File: config.mk
export PLATFORM = sky130hd
export DESIGN_NAME = avalon_bus_arbiter_flat
export DESIGN_NICKNAME = d
export VERILOG_FILES = /design/src/rtl/avalon_bus_arbiter_if.sv /design/src/rtl/avalon_bus_arbiter.sv /design/src/flat_wrapper.sv
export SDC_FILE = /design/constraint.sdc
export NUM_CORES = 1
export LEC_CHECK = 0
export CAP_MARGIN = 10
export CORE_AREA = 4 4 105 107
export CTS_CLUSTER_DIAMETER = 30
export DETAILED_ROUTE_END_ITERATION = 16
export DIE_AREA = 0 0 109 111
export DONT_BUFFER_PORTS = 1
export PLACE_DENSITY = 0.42
export SYNTH_ARGS = -nofsm -noshare
export SYNTH_HDL_FRONTEND = slang
export SYNTH_SLANG_ARGS = --single-unit
File: constraint.sdc
create_clock -name clk_i -period 2.15 [get_ports clk_i]
set_input_delay 0.43 -clock clk_i [delete_from_list [all_inputs] [get_ports clk_i]]
set_output_delay 0.43 -clock clk_i [all_outputs]
set_load 0.03 [all_outputs]
File: src/rtl/avalon_bus_arbiter_if.sv
// Bus bundle for the two-host Avalon-MM arbiter: instruction host, data host and the
// shared memory agent. The slave view is the arbiter; the master view is everything
// around it (both hosts plus the agent).
interface avalon_bus_arbiter_if;
    // Instruction host (read-only)
    logic        ibus_read;
    logic [31:0] ibus_address;
    logic        ibus_waitrequest;
    logic        ibus_readdatavalid;
    logic [31:0] ibus_readdata;
    // Data host (read/write)
    logic        dbus_read;
    logic        dbus_write;
    logic [31:0] dbus_address;
    logic [3:0]  dbus_byteenable;
    logic [31:0] dbus_writedata;
    logic        dbus_waitrequest;
    logic        dbus_readdatavalid;
    logic [31:0] dbus_readdata;
    // Shared memory agent
    logic        mem_read;
    logic        mem_write;
    logic [31:0] mem_address;
    logic [3:0]  mem_byteenable;
    logic [31:0] mem_writedata;
    logic        mem_waitrequest;
    logic        mem_readdatavalid;
    logic [31:0] mem_readdata;

    modport slave (
        input  ibus_read, ibus_address,
        output ibus_waitrequest, ibus_readdatavalid, ibus_readdata,
        input  dbus_read, dbus_write, dbus_address, dbus_byteenable, dbus_writedata,
        output dbus_waitrequest, dbus_readdatavalid, dbus_readdata,
        output mem_read, mem_write, mem_address, mem_byteenable, mem_writedata,
        input  mem_waitrequest, mem_readdatavalid, mem_readdata
    );

    modport master (
        output ibus_read, ibus_address,
        input  ibus_waitrequest, ibus_readdatavalid, ibus_readdata,
        output dbus_read, dbus_write, dbus_address, dbus_byteenable, dbus_writedata,
        input  dbus_waitrequest, dbus_readdatavalid, dbus_readdata,
        input  mem_read, mem_write, mem_address, mem_byteenable, mem_writedata,
        output mem_waitrequest, mem_readdatavalid, mem_readdata
    );
endinterface

File: src/rtl/avalon_bus_arbiter.sv
// Two-host Avalon-MM arbiter: instruction host (read-only) and data host (read/write)
// share one memory agent with a single transaction in flight. The owner's live command
// is forwarded while in CMD; read responses (or a forced zero on timeout) are routed
// back to the owner only.
module avalon_bus_arbiter #(
    parameter bit          DATA_PRIORITY = 1'b1,
    parameter int unsigned RESP_TIMEOUT  = 64
) (
    input  logic                 clk_i,
    input  logic                 rst_ni,
    avalon_bus_arbiter_if.slave  bus,
    output logic                 timeout_err_o
);
    localparam int unsigned      CntW   = (RESP_TIMEOUT > 1) ? $clog2(RESP_TIMEOUT) : 1;
    localparam logic [CntW-1:0]  CntMax = CntW'(RESP_TIMEOUT - 1);

    typedef enum logic [1:0] {StIdle, StCmd, StResp} state_e;
    typedef enum logic {OwnI = 1'b0, OwnD = 1'b1} owner_e;

    state_e          state_q;
    owner_e          owner_q;
    owner_e          last_owner_q;
    logic [CntW-1:0] cnt_q;
    logic            timeout_err_q;

    logic        req_i;
    logic        req_d;
    owner_e      grant;
    logic        own_read;
    logic        own_write;
    logic        resp_valid;
    logic [31:0] resp_data;

    // Arbitration among live requests; simultaneous requests use priority or alternation.
    always_comb begin
        req_i = bus.ibus_read;
        req_d = bus.dbus_read | bus.dbus_write;
        grant = OwnI;
        if (req_i && req_d) begin
            if (DATA_PRIORITY) begin
                grant = OwnD;
            end else begin
                grant = (last_owner_q == OwnD) ? OwnI : OwnD;
            end
        end else if (req_d) begin
            grant = OwnD;
        end
    end

    // Owner's live command; a data read+write together counts as a write.
    always_comb begin
        own_read  = 1'b0;
        own_write = 1'b0;
        if (owner_q == OwnD) begin
            own_write = bus.dbus_write;
            own_read  = bus.dbus_read & ~bus.dbus_write;
        end else begin
            own_read  = bus.ibus_read;
        end
    end

    // Response seen by the owner: agent data, or forced zero at the timeout limit.
    always_comb begin
        resp_valid = (state_q == StResp) && (bus.mem_readdatavalid || (cnt_q == CntMax));
        resp_data  = bus.mem_readdatavalid ? bus.mem_readdata : 32'h0000_0000;
    end

    // Main FSM: IDLE -> CMD -> (RESP for reads) -> IDLE.
    always_ff @(posedge clk_i) begin
        if (!rst_ni) begin
            state_q       <= StIdle;
            owner_q       <= OwnD;
            last_owner_q  <= OwnD;
            cnt_q         <= '0;
            timeout_err_q <= 1'b0;
        end else begin
            unique case (state_q)
                StIdle: begin
                    if (req_i || req_d) begin
                        owner_q <= grant;
                        state_q <= StCmd;
                    end
                end
                StCmd: begin
                    if (!own_read && !own_write) begin
                        // Host withdrew its request mid-command: abandon it.
                        state_q <= StIdle;
                    end else if (!bus.mem_waitrequest) begin
                        last_owner_q <= owner_q;
                        if (own_write) begin
                            state_q <= StIdle;
                        end else begin
                            state_q <= StResp;
                            cnt_q   <= '0;
                        end
                    end
                end
                StResp: begin
                    if (bus.mem_readdatavalid) begin
                        state_q <= StIdle;
                    end else if (cnt_q == CntMax) begin
                        state_q       <= StIdle;
                        timeout_err_q <= 1'b1;
                    end else begin
                        cnt_q <= cnt_q + CntW'(1);
                    end
                end
                default: state_q <= StIdle;
            endcase
        end
    end

    // Bus outputs: forward the owner's command in CMD, route the response in RESP.
    always_comb begin
        bus.mem_read           = 1'b0;
        bus.mem_write          = 1'b0;
        bus.mem_address        = 32'h0000_0000;
        bus.mem_byteenable     = 4'h0;
        bus.mem_writedata      = 32'h0000_0000;
        bus.ibus_waitrequest   = 1'b1;
        bus.dbus_waitrequest   = 1'b1;
        bus.ibus_readdatavalid = 1'b0;
        bus.dbus_readdatavalid = 1'b0;
        bus.ibus_readdata      = 32'h0000_0000;
        bus.dbus_readdata      = 32'h0000_0000;
        unique case (state_q)
            StCmd: begin
                bus.mem_read  = own_read;
                bus.mem_write = own_write;
                if (owner_q == OwnD) begin
                    bus.mem_address      = bus.dbus_address;
                    bus.mem_byteenable   = bus.dbus_byteenable;
                    bus.mem_writedata    = bus.dbus_writedata;
                    bus.dbus_waitrequest = bus.mem_waitrequest;
                end else begin
                    bus.mem_address      = bus.ibus_address;
                    bus.mem_byteenable   = 4'hF;
                    bus.ibus_waitrequest = bus.mem_waitrequest;
                end
            end
            StResp: begin
                if (resp_valid) begin
                    if (owner_q == OwnD) begin
                        bus.dbus_readdatavalid = 1'b1;
                        bus.dbus_readdata      = resp_data;
                    end else begin
                        bus.ibus_readdatavalid = 1'b1;
                        bus.ibus_readdata      = resp_data;
                    end
                end
            end
            default: ;
        endcase
    end

    assign timeout_err_o = timeout_err_q;
endmodule
File: src/flat_wrapper.sv
// flat-port wrapper written by rule: the top's interface ports become plain ports
module avalon_bus_arbiter_flat 
#(
    parameter bit          DATA_PRIORITY = 1'b1,
    parameter int unsigned RESP_TIMEOUT  = 64
)
  (clk_i, rst_ni, timeout_err_o, bus_ibus_read, bus_ibus_address, bus_ibus_waitrequest, bus_ibus_readdatavalid, bus_ibus_readdata, bus_dbus_read, bus_dbus_write, bus_dbus_address, bus_dbus_byteenable, bus_dbus_writedata, bus_dbus_waitrequest, bus_dbus_readdatavalid, bus_dbus_readdata, bus_mem_read, bus_mem_write, bus_mem_address, bus_mem_byteenable, bus_mem_writedata, bus_mem_waitrequest, bus_mem_readdatavalid, bus_mem_readdata);
  avalon_bus_arbiter_if bus_i ();
  input  logic clk_i;
  input  logic rst_ni;
  output logic timeout_err_o;
  input wire logic [$bits(bus_i.ibus_read)-1:0] bus_ibus_read;
  input wire logic [$bits(bus_i.ibus_address)-1:0] bus_ibus_address;
  output wire logic [$bits(bus_i.ibus_waitrequest)-1:0] bus_ibus_waitrequest;
  output wire logic [$bits(bus_i.ibus_readdatavalid)-1:0] bus_ibus_readdatavalid;
  output wire logic [$bits(bus_i.ibus_readdata)-1:0] bus_ibus_readdata;
  input wire logic [$bits(bus_i.dbus_read)-1:0] bus_dbus_read;
  input wire logic [$bits(bus_i.dbus_write)-1:0] bus_dbus_write;
  input wire logic [$bits(bus_i.dbus_address)-1:0] bus_dbus_address;
  input wire logic [$bits(bus_i.dbus_byteenable)-1:0] bus_dbus_byteenable;
  input wire logic [$bits(bus_i.dbus_writedata)-1:0] bus_dbus_writedata;
  output wire logic [$bits(bus_i.dbus_waitrequest)-1:0] bus_dbus_waitrequest;
  output wire logic [$bits(bus_i.dbus_readdatavalid)-1:0] bus_dbus_readdatavalid;
  output wire logic [$bits(bus_i.dbus_readdata)-1:0] bus_dbus_readdata;
  output wire logic [$bits(bus_i.mem_read)-1:0] bus_mem_read;
  output wire logic [$bits(bus_i.mem_write)-1:0] bus_mem_write;
  output wire logic [$bits(bus_i.mem_address)-1:0] bus_mem_address;
  output wire logic [$bits(bus_i.mem_byteenable)-1:0] bus_mem_byteenable;
  output wire logic [$bits(bus_i.mem_writedata)-1:0] bus_mem_writedata;
  input wire logic [$bits(bus_i.mem_waitrequest)-1:0] bus_mem_waitrequest;
  input wire logic [$bits(bus_i.mem_readdatavalid)-1:0] bus_mem_readdatavalid;
  input wire logic [$bits(bus_i.mem_readdata)-1:0] bus_mem_readdata;
  assign bus_i.ibus_read = bus_ibus_read;
  assign bus_i.ibus_address = bus_ibus_address;
  assign bus_ibus_waitrequest = bus_i.ibus_waitrequest;
  assign bus_ibus_readdatavalid = bus_i.ibus_readdatavalid;
  assign bus_ibus_readdata = bus_i.ibus_readdata;
  assign bus_i.dbus_read = bus_dbus_read;
  assign bus_i.dbus_write = bus_dbus_write;
  assign bus_i.dbus_address = bus_dbus_address;
  assign bus_i.dbus_byteenable = bus_dbus_byteenable;
  assign bus_i.dbus_writedata = bus_dbus_writedata;
  assign bus_dbus_waitrequest = bus_i.dbus_waitrequest;
  assign bus_dbus_readdatavalid = bus_i.dbus_readdatavalid;
  assign bus_dbus_readdata = bus_i.dbus_readdata;
  assign bus_mem_read = bus_i.mem_read;
  assign bus_mem_write = bus_i.mem_write;
  assign bus_mem_address = bus_i.mem_address;
  assign bus_mem_byteenable = bus_i.mem_byteenable;
  assign bus_mem_writedata = bus_i.mem_writedata;
  assign bus_i.mem_waitrequest = bus_mem_waitrequest;
  assign bus_i.mem_readdatavalid = bus_mem_readdatavalid;
  assign bus_i.mem_readdata = bus_mem_readdata;
  avalon_bus_arbiter #(.DATA_PRIORITY(DATA_PRIORITY), .RESP_TIMEOUT(RESP_TIMEOUT)) u_core (.clk_i(clk_i), .rst_ni(rst_ni), .bus(bus_i), .timeout_err_o(timeout_err_o));
endmodule
==> flow_summary.json <==
{
  "outcome": "complete, no violations",
  "hold_viol": 0,
  "placed_area_sq_mm": 0.00266,
  "clock_latency_ps": 230,
  "crit_type": "reg2out",
  "ant_nets": 0,
  "cp-end-kind": "output pin",
  "dr.pass1.iters": 4,
  "worst_pin_slew_ps": 422,
  "worstPathArrival_ps": 1650,
  "slew_headroom_pct": 71.9,
  "synthesis.nets": 435,
  "rsz0062_at_grt": "no",
  "regToRegStartpoint": "u_core.state_q[1]",
  "multi_input_area_sq_mm": 0.00144,
  "cts-buffers-inserted": 3,
  "intPower_mw": 0.616,
  "ys_types": 37,
  "clock_power_share_pct": 18.6,
  "holdWs_ps": 295,
  "ys_warn_count": 0,
  "crit_path_max_fanout": 33,
  "seqPwrFrac_pct": 16.6,
  "finalSetupTns_ps": 0,
  "grt_pass1_vias": 2189,
  "nets": 519,
  "nFillCells": 1143,
  "place.gp.congestion": 0.806,
  "ys_seq_area_share_pct": 11.4,
  "cellPowerDensity_mw_per_mm2": 459,
  "synthCells": 295,
  "cts_root_buffer": "clkbuf_8",
  "synth_area_sq_mm": 0.00176,
  "clk_path_buf_depth": 2,
  "dr.first_iter.drc_count": 136,
  "cts_max_level": 1,
  "r2r-end": "u_core.cnt_q[5]",
  "worstPathRequired_ps": 1720,
  "grtUsageTotal_pct": 12.3,
  "viasPerCell": 4.63,
  "start_kind": "flop",
  "r2r_slack_ps": 450,
  "final.period_utilization_pct": 96.7,
  "fin_crit_ps": 2080,
  "cts_tree": "done",
  "synth_area_per_cell_sq_um": 5.96,
  "clkSinkCount": 10,
  "fp-row-count": 37,
  "grt_antenna_before_repair": 0,
  "vias": 2378,
  "hpwl_um": 7120,
  "drive_gt1_share_pct": 33.1,
  "die_y_um": 111,
  "area_growth_pct": 55.9,
  "finalSetupViolCount": 0,
  "swShare_pct": 51.1,
  "drc": 0,
  "clkTransAtPathRegs_ps": 50,
  "startpoint": "u_core.cnt_q[4]",
  "finalClockSkew_ps": 2.47,
  "final_cell_area_sq_mm": 0.00274,
  "p_sw_mw": 0.644,
  "n_antenna_cell": 0,
  "ys_seq_elements": 10,
  "grt_max_degree": 39,
  "port_buffers": 0,
  "wl_um": 8550,
  "routedWlPerCell_um": 16.6,
  "hold_path.class": "in2reg",
  "die-area_sq_mm": 0.0121,
  "regArea_sq_um": 205,
  "initial_core_util_pct": 17.4,
  "critPathCapture": "bus_ibus_readdata[19]",
  "ios": 278,
  "grt_remaining_overflow": 0,
  "combPwrFrac_pct": 64.8,
  "maxCapViolations": 0,
  "fmax_mhz": 481,
  "grt_pass1_wl_um": 12000,
  "ir_drop_mv": 0.325,
  "die_width_um": 109,
  "core-area_sq_mm": 0.0101,
  "rr_worst_depth": 5,
  "drv_slew": 0,
  "p_leak_nw": 1.53
}
## how the worst min path moves through the flow
stage	end	from	depth (start not counted)
after floorplan	u_core.cnt_q[4]	u_core.cnt_q[4]	1
after global placement	u_core.cnt_q[3]	u_core.cnt_q[3]	2
after detailed placement	u_core.cnt_q[4]	u_core.cnt_q[4]	1
after CTS	u_core.owner_q	rst_ni	1
after global routing	u_core.owner_q	rst_ni	1
final	u_core.owner_q	rst_ni	1
## sequential cells by signal, indices dropped and copies added (netlist names)
name and flops:
u_core.timeout_err_o 1, u_core.owner_q 1, u_core.state_q 2, u_core.cnt_q 6
## cells in the final DEF, fill, tap and decap left out, types with 2 or more instances in the layout
cell / count
nand2b_1: 3
o211ai_2: 2
nand2_1: 39
dfxtp_2: 4
clkbuf_8: 4
nor2_1: 99
mux2i_1: 32
buf_12: 5
o21a_1: 5
a21oi_1: 5
inv_2: 2
a221oi_1: 2
inv_1: 4
nor3b_1: 2
or3_1: 3
and3_4: 2
o32ai_1: 2
dfxtp_1: 6
and3_1: 34
buf_4: 100
o21ai_0: 3
nand3_1: 2
## per-stage QoR
stage               power, mW  worst slack (ps)  utilization, %  cells
finish                   1.26              71.3            27.1    514
global route             1.33              6.41            27.1    514
CTS                      1.27              2.66            26.8    514
detailed placement       1.04               172            26.2    510
global placement         1.03               249            26.2    510
floorplan               0.835               142               -    295
## layout make-up
| cell class | instances | area share [%] |
|---|---|---|
| multi-input combinational | 253 | 52.5 |
| timing repair buffer | 105 | 31.0 |
| sequential | 10 | 7.48 |
| tap | 136 | 6.20 |
| clock buffer | 4 | 2.01 |
| inverter | 6 | 0.821 |
## kinds of logic (layout without fill, tap and decap cells)
family | count (synthesis) | count (layout) | share of synthesized area (%)
buffers and inverters | 32 | 115 | 8.39
multiplexers | 32 | 32 | 18.2
AO/OA/AOI/OAI | 28 | 28 | 12.4
flip-flops | 10 | 10 | 11.4
adder cells (fa/ha/maj) | 1 | 1 | 0.711
AND/OR/NAND/NOR | 192 | 192 | 48.9
## synth_stat cells
cell type | n | area [sq um]
nor2_1 | 100 | 375
nand2b_1 | 3 | 18.8
inv_2 | 2 | 7.51
and3_1 | 36 | 225
a21oi_1 | 5 | 25.0
nand2_1 | 39 | 146
a211o_1 | 1 | 8.76
or3_1 | 3 | 18.8
buf_6 | 2 | 22.5
nor2b_1 | 1 | 6.26
o2bb2ai_2 | 1 | 15.0
ha_1 | 1 | 12.5
nand3_1 | 2 | 10.0
o32ai_1 | 2 | 17.5
o2bb2ai_1 | 1 | 8.76
and2b_4 | 1 | 10.0
buf_2 | 10 | 50.1
dfxtp_1 | 10 | 200
nor3b_1 | 2 | 15.0
a211oi_1 | 1 | 7.51
nor4bb_1 | 1 | 10.0
o311ai_0 | 1 | 8.76
and2_1 | 1 | 6.26
a31o_2 | 1 | 8.76
inv_1 | 4 | 15.0
o21a_1 | 5 | 37.5
o22ai_1 | 1 | 6.26
nand3b_1 | 1 | 7.51
a221oi_1 | 2 | 17.5
clkbuf_1 | 14 | 52.6
a21o_1 | 1 | 7.51
o211ai_2 | 2 | 25.0
a311oi_1 | 1 | 8.76
nor3_1 | 1 | 5.00
mux2i_1 | 32 | 320
nand4_1 | 1 | 6.26
o21ai_0 | 3 | 15.0
## power groups by stage
stage               Combinational, mW  Clock [mW]  Sequential, mW
floorplan                       0.630           0           0.205
global placement                0.815           0           0.212
detailed placement              0.823           0           0.212
CTS                             0.826       0.234           0.209
global route                    0.876       0.241           0.212
finish                          0.817       0.234           0.209
## worst max-delay path: stages, from the launching register on
cell	delay, ps
dfxtp_1	360
and3_4	220
and3_4	230
o211ai_2	100
buf_12	190
nor2_1	130
buf_4	170
## layer usage
| metal | wire, um | track usage (%) | up-vias |
|---|---|---|---|
| met2 | 4630 | 23.8 | 124 |
| met5 | 0 | 0 | - |
| li1 | - | - | 1160 |
| met1 | 3170 | 14.0 | 1092 |
| met3 | 737 | 1.86 | 2 |
| met4 | 14 | 1.68 | 0 |
## repair_timing
| action | CTS | global route |
|---|---|---|
| setup buffers | 0 | 0 |
| endpoints found under the setup margin | 64 | 64 |
| hold buffers | 0 | 0 |
| resized for setup | 3 | 6 |
Note: power is estimated with default switching activity, not from simulation.
